===== config.mk =====
export PLATFORM = sky130hd
export DESIGN_NAME = tile_render_pipe
export DESIGN_NICKNAME = d
export VERILOG_FILES = /design/src/rtl/tile_render_pipe.sv
export SDC_FILE = /design/constraint.sdc
export NUM_CORES = 1
export LEC_CHECK = 0
export ABC_AREA = 1
export BUFFER_PORTS_ARGS = -buffer_cell sky130_fd_sc_hd__buf_2
export CAP_MARGIN = 20
export CORE_ASPECT_RATIO = 0.6
export CORE_UTILIZATION = 55
export CTS_BUF_LIST = sky130_fd_sc_hd__clkbuf_8
export CTS_CLUSTER_DIAMETER = 60
export DETAILED_ROUTE_END_ITERATION = 7
export PLACE_DENSITY_LB_ADDON = 0.12
export SLEW_MARGIN = 20
export SYNTH_ARGS = -nofsm -noshare
export SYNTH_HDL_FRONTEND = slang
export SYNTH_SLANG_ARGS = --single-unit

===== constraint.sdc =====
create_clock -name clock -period 6.5 [get_ports clock]
set_clock_uncertainty 0.05 [all_clocks]
set_input_delay 1.625 -clock clock [delete_from_list [all_inputs] [get_ports clock]]
set_output_delay 1.625 -clock clock [all_outputs]
set_load 0.005 [all_outputs]

===== src/rtl/tile_render_pipe.sv =====
// Tile-map pixel renderer: screen coordinate -> board -> sprite -> colour RAM, with frame-synced X/Y scroll and border.
// Latency 5 cycles, one pixel per cycle; no backpressure, bubbles flow through. Optional flip via TILE_RENDER_PIPE_FLIP_EN.
// Board data is sampled two edges after its address, sprite and colour data one edge after theirs.
module tile_render_pipe #(
  parameter int          TILE_LOG2  = 4,
  parameter int          SCALE_LOG2 = 1,
  parameter int          BOARD_COLS = 40,
  parameter int          BOARD_ROWS = 30,
  parameter int          TILE_ID_W  = 5,
  parameter int          PIX_ID_W   = 6,
  parameter logic [23:0] BORDER_RGB = 24'h000000
) (
  input  logic                 clock,
  input  logic                 reset,
  input  logic                 pix_valid,
  input  logic [11:0]          display_col,
  input  logic [10:0]          display_row,
  input  logic                 scroll_we,
  input  logic [11:0]          scroll_x,
  input  logic [10:0]          scroll_y,
  output logic                 scroll_err,
  output logic [10:0]          board_rdaddress,
`ifdef TILE_RENDER_PIPE_FLIP_EN
  input  logic [TILE_ID_W+1:0] board_q,
`else
  input  logic [TILE_ID_W-1:0] board_q,
`endif
  output logic [12:0]          sprite_rdaddress,
  input  logic [PIX_ID_W-1:0]  sprite_q,
  output logic [PIX_ID_W-1:0]  color_rdaddress,
  input  logic [23:0]          color_q,
  output logic [23:0]          color,
  output logic                 color_valid
);

  localparam int         SH      = TILE_LOG2 + SCALE_LOG2;
  localparam logic [12:0] WORLD_W = 13'(BOARD_COLS << SH);
  localparam logic [11:0] WORLD_H = 12'(BOARD_ROWS << SH);

  logic [11:0] shadow_x, active_x, sx_eff;
  logic [10:0] shadow_y, active_y, sy_eff;
  logic        scroll_ok, frame_start, in_board;
  logic [12:0] wx_sum, wx;
  logic [11:0] wy_sum, wy;
  logic [TILE_LOG2-1:0] tx_c, ty_c;

  logic                 vld1, vld2, vld3, vld4;
  logic                 brd1, brd2, brd3, brd4;
  logic [TILE_LOG2-1:0] tx1, ty1, tx2, ty2;

  logic [TILE_ID_W-1:0] tile_id;
  logic [TILE_LOG2-1:0] tx_s3, ty_s3;

  // Coordinate stage: scroll selection, world wrap, border detect.
  always_comb begin
    scroll_ok   = ({1'b0, scroll_x} < WORLD_W) && ({1'b0, scroll_y} < WORLD_H);
    frame_start = pix_valid && (display_col == '0) && (display_row == '0);
    sx_eff      = active_x;
    sy_eff      = active_y;
    if (frame_start) begin
      // A write landing on the frame-start pixel already applies to this frame.
      if (scroll_we && scroll_ok) begin
        sx_eff = scroll_x;
        sy_eff = scroll_y;
      end else begin
        sx_eff = shadow_x;
        sy_eff = shadow_y;
      end
    end
    wx_sum   = {1'b0, display_col} + {1'b0, sx_eff};
    wy_sum   = {1'b0, display_row} + {1'b0, sy_eff};
    wx       = (wx_sum >= WORLD_W) ? wx_sum - WORLD_W : wx_sum;
    wy       = (wy_sum >= WORLD_H) ? wy_sum - WORLD_H : wy_sum;
    in_board = ({1'b0, display_col} < WORLD_W) && ({1'b0, display_row} < WORLD_H);
    tx_c     = wx[SCALE_LOG2 +: TILE_LOG2];
    ty_c     = wy[SCALE_LOG2 +: TILE_LOG2];
  end

  // Sprite stage: tile id from board RAM, optional per-tile mirroring.
  always_comb begin
    tile_id = board_q[TILE_ID_W-1:0];
    tx_s3   = tx2;
    ty_s3   = ty2;
`ifdef TILE_RENDER_PIPE_FLIP_EN
    if (board_q[TILE_ID_W])   tx_s3 = ~tx2;
    if (board_q[TILE_ID_W+1]) ty_s3 = ~ty2;
`endif
  end

  always_ff @(posedge clock or posedge reset) begin
    if (reset) begin
      shadow_x   <= '0;
      shadow_y   <= '0;
      active_x   <= '0;
      active_y   <= '0;
      scroll_err <= 1'b0;
    end else begin
      scroll_err <= scroll_we && !scroll_ok;
      if (scroll_we && scroll_ok) begin
        shadow_x <= scroll_x;
        shadow_y <= scroll_y;
      end
      if (frame_start) begin
        active_x <= sx_eff;
        active_y <= sy_eff;
      end
    end
  end

  always_ff @(posedge clock or posedge reset) begin
    if (reset) begin
      vld1             <= 1'b0;
      vld2             <= 1'b0;
      vld3             <= 1'b0;
      vld4             <= 1'b0;
      brd1             <= 1'b0;
      brd2             <= 1'b0;
      brd3             <= 1'b0;
      brd4             <= 1'b0;
      tx1              <= '0;
      ty1              <= '0;
      tx2              <= '0;
      ty2              <= '0;
      board_rdaddress  <= '0;
      sprite_rdaddress <= '0;
      color_rdaddress  <= '0;
      color            <= '0;
      color_valid      <= 1'b0;
    end else begin
      // Edge 1: board fetch
      vld1            <= pix_valid;
      brd1            <= !in_board;
      tx1             <= tx_c;
      ty1             <= ty_c;
      board_rdaddress <= 11'(32'(wy >> SH) * 32'(BOARD_COLS) + 32'(wx >> SH));
      // Edge 2: wait for board data
      vld2            <= vld1;
      brd2            <= brd1;
      tx2             <= tx1;
      ty2             <= ty1;
      // Edge 3: sprite fetch
      vld3             <= vld2;
      brd3             <= brd2;
      sprite_rdaddress <= 13'((32'(tile_id) << (2 * TILE_LOG2)) |
                              (32'(ty_s3) << TILE_LOG2) | 32'(tx_s3));
      // Edge 4: palette fetch
      vld4            <= vld3;
      brd4            <= brd3;
      color_rdaddress <= sprite_q;
      // Edge 5: colour out; held through bubbles
      color_valid <= vld4;
      if (vld4) color <= brd4 ? BORDER_RGB : color_q;
    end
  end

endmodule


### Word level (Yosys, flattened, before mapping)

Index checks and enable logic that the tools add are counted.
Widths: inputs -> output; s select.

| word-level totals | value |
|---|---|
| flip-flop bits (word level) | 126 |
| output and inout port bits | 56 |
| word-level logic and storage cells | 53 |
| input port bits | 85 |

| operators by class | value |
|---|---|
| reduce and logical (&&, ||, !) cells | 10 |
| $mul | 1 |
| bitwise logic cells | 2 |
| multiplexer cells | 7 |
| $add $sub $neg | 5 |
| order comparisons | 6 |

Operators by type and width:

| cell | count |
|---|---|
| $mux 12 | 3 |
| $lt 12x11->1 const B | 2 |
| $mux 24 | 1 |
| $lt 11x10->1 const B | 2 |
| $mux 11 | 2 |
| $add 12x12->13 | 1 |
| $ge 13x11->1 const B | 1 |
| $mux 13 | 1 |
| $or 13x4->13 | 1 |
| $or 13x8->13 | 1 |
| $sub 13x11->13 const B | 1 |
| $add 11x11->12 | 1 |
| $ge 12x10->1 const B | 1 |
| $logic_not 12->1 | 1 |
| $sub 12x10->12 const B | 1 |
| $add 11x8->11 | 1 |
| $logic_not 11->1 | 1 |
| $mul 7x3->8 const B | 1 |
| $logic_and 1x1->1 | 6 |
| $logic_not 1->1 | 2 |

### Longest topological paths before layout

| logic depth | value |
|---|---|
| depth in word-level cells | 10 |
| gate-level depth with buffers | 38 |

### Worst setup path before layout

No wires, ideal clock.

| path | value |
|---|---|
| path type | input port to flip-flop |
| start point | in display_col[5] |
| end point | reg board_rdaddress[9] |
| data required time | 6.333 ns |
| path buffers | 1 |
| stages | 29 |
| data arrival time | 6.654 ns |
| setup slack | -0.321 ns |
| cells stage by stage | or4_1 -> nor4_2 -> nand4_4 -> buf_6 -> mux2_1 -> ha_1 -> fa_1 -> nand3_1 -> nand3_2 -> nand2_1 -> nand2_1 -> xor2_2 -> ha_1 -> inv_1 -> nor2_4 -> nand2_4 -> nand2_4 -> inv_2 -> o21ai_0 -> xor2_1 -> ha_1 -> fa_1 -> ha_1 -> inv_1 -> nor2_1 -> a22oi_1 -> nand2_1 -> nand2_1 -> nand2_1 |

| on the way | value |
|---|---|
| longest elaborated chain between the ends | 9 |

Ends and longest elaborated chain:

| what | RTL line | text |
|---|---|---|
| start, declared | 16 | `input logic [11:0] display_col,` |
| $logic_not 12->1 (*) | 57 | `frame_start = pix_valid && (display_col == '0) && (display_row == '0);` |
| $logic_and 1x1->1 (*) (2 in series) | 57 |  |
| $mux 11 (*) | 60 | `if (frame_start) begin` |
| named net sy_eff[0] | 41 | `logic [10:0] shadow_y, active_y, sy_eff;` |
| $add 11x11->12 (*) | 71 | `wy_sum = {1'b0, display_row} + {1'b0, sy_eff};` |
| $sub 12x10->12 or $ge 12x10->1 (tied branches) | 73 | `wy = (wy_sum >= WORLD_H) ? wy_sum - WORLD_H : wy_sum;` |
| $mux 12 (*) | 73 |  |
| $mul 7x3->8 (*) | 135 | `board_rdaddress <= 11'(32'(wy >> SH) * 32'(BOARD_COLS) + 32'(wx >> SH));` |
| $add 11x8->11 (*) | 135 |  |
| end signal, assigned | 135 |  |
| end, declared | 22 | `output logic [10:0] board_rdaddress,` |

Mark *: on every way through the listed nets, which the timed path passes. The rest lies on a longest branch.
A chain may end at the register's enable or synchronous reset.

### Worst setup path after layout

| path | value |
|---|---|
| start point | in display_row[0] |
| end point | reg board_rdaddress[9] |

| on the way | value |
|---|---|
| longest elaborated chain between the ends | 8 |

Ends and longest elaborated chain:

| what | RTL line | text |
|---|---|---|
| start, declared | 17 | `input logic [10:0] display_row,` |
| $logic_not 11->1 (*) | 57 |  |
| $logic_and 1x1->1 (*) | 57 |  |
| $mux 11 (*) | 60 |  |
| named net sy_eff[0] | 41 |  |
| $add 11x11->12 (*) | 71 |  |
| $sub 12x10->12 or $ge 12x10->1 (tied branches) | 73 |  |
| $mux 12 (*) | 73 |  |
| $mul 7x3->8 (*) | 135 |  |
| $add 11x8->11 (*) | 135 |  |

Marks and branches as above.

==> summary.md <==
| Metric | Value |
|---|---|
| Outcome | `finished, violations left` |
| Violated checks | `negative setup slack` |
| CP max-delay cell | `or4_4` |
| Multi-input logic area | `approximately 0.0033 sq mm` |
| Fmax achieved | `around 0.15 GHz` |
| Fin nets | `between 1000 and 1500` |
| Max-slew violation count | `0` |
| Critical Path End Type | `flop` |
| Cell area after synthesis | `about 0.0067 sq mm` |
| Filler cells | `about 770` |
| First-pass GRT wire length | `~29000 microns` |
| WP data arrival | `6950 ps` |
| Max-Cap Viols | `0` |
| Area grow syn2layout | `38.3%` |
| Hold Fails Final Rpt | `0` |
| Width of the die | `between 100 and 150 microns` |
| Vias | `approximately 6200` |
| Final WS setup | `-114 ps` |
| CP startpoint kind | `input pin` |
| Async SR Flop Fraction | `between 90% and 100%` |
| Setup repair after global routing missed its margin | `true` |
| Clk Latency, worst-skew pair | `440 ps` |
| Ys flop type | `dfrtp_1` |
| Yosys cell types | `42` |
| Critical path data required time | `about 6800 ps` |
| GRT Util Overall | `between 30% and 40%` |
| Static leakage | `5.04 nW` |
| I/O pin count | `between 100 and 150` |
| # rows | `30` |
| R2r startpoint | `shadow_y[4]` |
| Synthesized instance count | `about 740` |
| Pre-CTS setup slack | `-496 ps` |
| Die area | `~0.013 sq mm` |
| Slew margin rel. | `between 40% and 50%` |
| Crit path largest cell delay | `around 570 ps` |
| FF+latch area | `between 0.003 and 0.004 sq mm` |
| CTS H-Tree Depth | `4` |
| R2R depth | `26` |
| Tightest Pin Transition | `820 ps` |
| Number of port buffers | `140` |
| Number of synthesized flops with an enable pin | `0` |
| Post-DP Area | `around 0.0085 sq mm` |
| Clk buf depth | `2` |
| Vias/cell | `~5.3` |
| Post-cts hold buffer count | `0` |
| CORE AREA | `between 0.01 and 0.015 sq mm` |
| Post-detailed-route count of antenna-violating nets | `0` |
| Most used cell along the critical path | `nand2_1` |
| Hold crit path type | `reg2reg` |
| Hold Startpoint | `brd2` |
| Max VDD drop | `123 uV` |
| Crit path from | `display_row[0]` |
| Hold Path Depth | `0` |
| Tmin final | `between 6000 and 7000 ps` |
| Remaining routing DRC violations | `0` |
| Final Power | `2.06 mW` |
| Routability Congestion | `~0.94` |
| First drt pass iteration count | `6` |
| Root buf cell | `clkbuf_8` |
| Fin crit share | `102%` |
| Sequential share of the synthesized area | `between 40% and 50%` |
| Dpl hpwl | `between 10000 and 15000 microns` |
| Initial antenna violation count | `1` |
| Layout cells sized above 1 | `41.6%` |
| Ant diodes | `0` |
| Initial DRC count | `460` |
| Clk pin slew, worst setup/hold paths | `80 ps` |
| Height of the die | `87.5 microns` |
| Ys Warns | `0` |
| Worst Path Max Fanout | `8` |
| DR WL/cell | `between 15 and 20 microns` |
| Fin area | `approximately 0.0093 sq mm` |
| Largest net degree at the start of global routing | `67` |
| CTS tree | `built` |
| Power per Cell Area | `around 220 mW/mm^2` |
| Number of global-route vias before repair | `5876` |
| # setup viols final | `3` |
| CTS buffer count | `17` |
| Syn nets | `about 860` |
| Syn Area/Cell | `~9.1 sq um` |
| Gr ovfl total | `0` |
| CP Class | `in2reg` |
| Yosys reg bits | `roughly 130` |
| Initial Utilization | `57.9%` |
| WL final | `19000 microns` |
| Clock sinks | `about 130` |
power breakdown:
part           switching (mW)  total, mW  internal, mW
Sequential             0.0267      0.879         0.853
Clock                   0.349      0.734         0.385
Combinational           0.242      0.442         0.200
Total                   0.618       2.06          1.44
cell type report:
type                       count  area share [%]
multi-input combinational    475            36.0
clock inverter                15            1.95
clock buffer                  17            2.53
inverter                     119            4.93
sequential                   126            34.1
timing repair buffer         265            18.4
tap                          160            2.16
cells by family after synthesis:
kind of cell             count (synthesis)  share of synthesized area (%)
adder cells (fa/ha/maj)                 42                           8.19
multiplexers                            38                           6.39
buffers and inverters                  134                           7.79
AND/OR/NAND/NOR                        296                           21.7
XOR/XNOR                                18                           2.47
flip-flops                             126                           47.1
AO/OA/AOI/OAI                           81                           6.35
Yosys cell counts (2+ instances only):
library cell	number	area, sq um
nand3_2	5	50.1
nand3b_1	2	15.0
nor4_1	3	18.8
xnor2_1	3	26.3
nand4_1	9	56.3
fa_1	3	60.1
inv_2	7	26.3
buf_2	3	15.0
nand2_2	13	81.3
or2_1	2	12.5
nor2_1	27	101
xor2_1	14	123
nor3_1	4	20.0
nand3_4	2	35.0
nand3_1	56	280
buf_6	2	22.5
mux2_2	15	169
nand2_4	4	45.0
o21bai_1	3	22.5
o21ai_0	59	295
ha_1	39	488
nor2_4	3	33.8
or4_1	2	15.0
inv_1	112	420
buf_1	2	7.51
nor2_2	4	25.0
nor4_2	2	25.0
or2_2	3	18.8
clkbuf_1	8	30.0
mux2_1	23	259
a21oi_1	15	75.1
dfrtp_1	126	3150
nand2_1	151	567
placed cells by master (no fill, tap or decap), types with 4 or more instances in the layout:
cell,count
mux2_2,19
mux2_1,16
nor2_2,9
buf_2,138
ha_4,10
buf_4,120
xor2_1,13
nand2_1,141
ha_1,26
inv_6,8
inv_1,107
nor2_1,21
nand3_1,53
nor2_4,4
clkbuf_8,17
inv_2,10
buf_6,5
o21ai_0,54
a21oi_2,8
dfrtp_1,125
o21ai_1,4
nand2_4,6
a21oi_1,8
nand2_2,21
nand3_2,8
nand4_1,9
metrics by stage:
step	utilization, %	hold WS [ps]	std cells	setup TNS (ps)
after CTS	77.9	291	1168	-0.0679
after global routing	80.1	289	1177	-741
final	80.1	288	1177	-195
after global placement	73.1	285	1129	-707
after detailed placement	73.1	285	1129	-1680
after floorplan	-	281	735	-235
path summary, 6_finish.rpt:
check	slack, ps	to
min in group asynchronous	1290	sprite_rdaddress[10]
worst min-delay path	290	brd3
worst max register to register	1680	board_rdaddress[9]
max in group asynchronous	3810	vld4
worst min register to register	290	brd3
worst max-delay path	-110	board_rdaddress[9]
critical path, delay by kind of cell:
family,cells,cell delay [ps]
muxes,1,310
buffers and inverters,5,430
xor gates and xnor gates,2,440
adders and majority gates,6,1780
AOI/OAI and AO/OA,2,290
and+or+nand+nor,14,2060
registers in the layout, summed over array words and instances, names as in the netlist, 4 cells and up:
name and cells:
ty1 4, shadow_x 12, active_y 11, color 24, active_x 12, color_rdaddress 6
board_rdaddress 11, sprite_rdaddress 13, tx2 4, ty2 4, shadow_y 11, tx1 4
routing by layer:
layer  track usage [%]  vias to the layer above  part of all wire [%]
met5                 0                        -                     0
met4              8.80                        0                   3.1
met3              6.82                       67                   7.2
met2              49.9                      272                    46
met1              40.0                     2942                    44
li1                  -                     2917                     -
what timing repair did:
action,CTS,global route
pin swaps,12,44
cloned,1,0
setup buffers,6,9
resized for setup,19,51
endpoints found under the hold margin,0,0
setup endpoints to repair,3,6
Power figures use the tool's default switching activity.
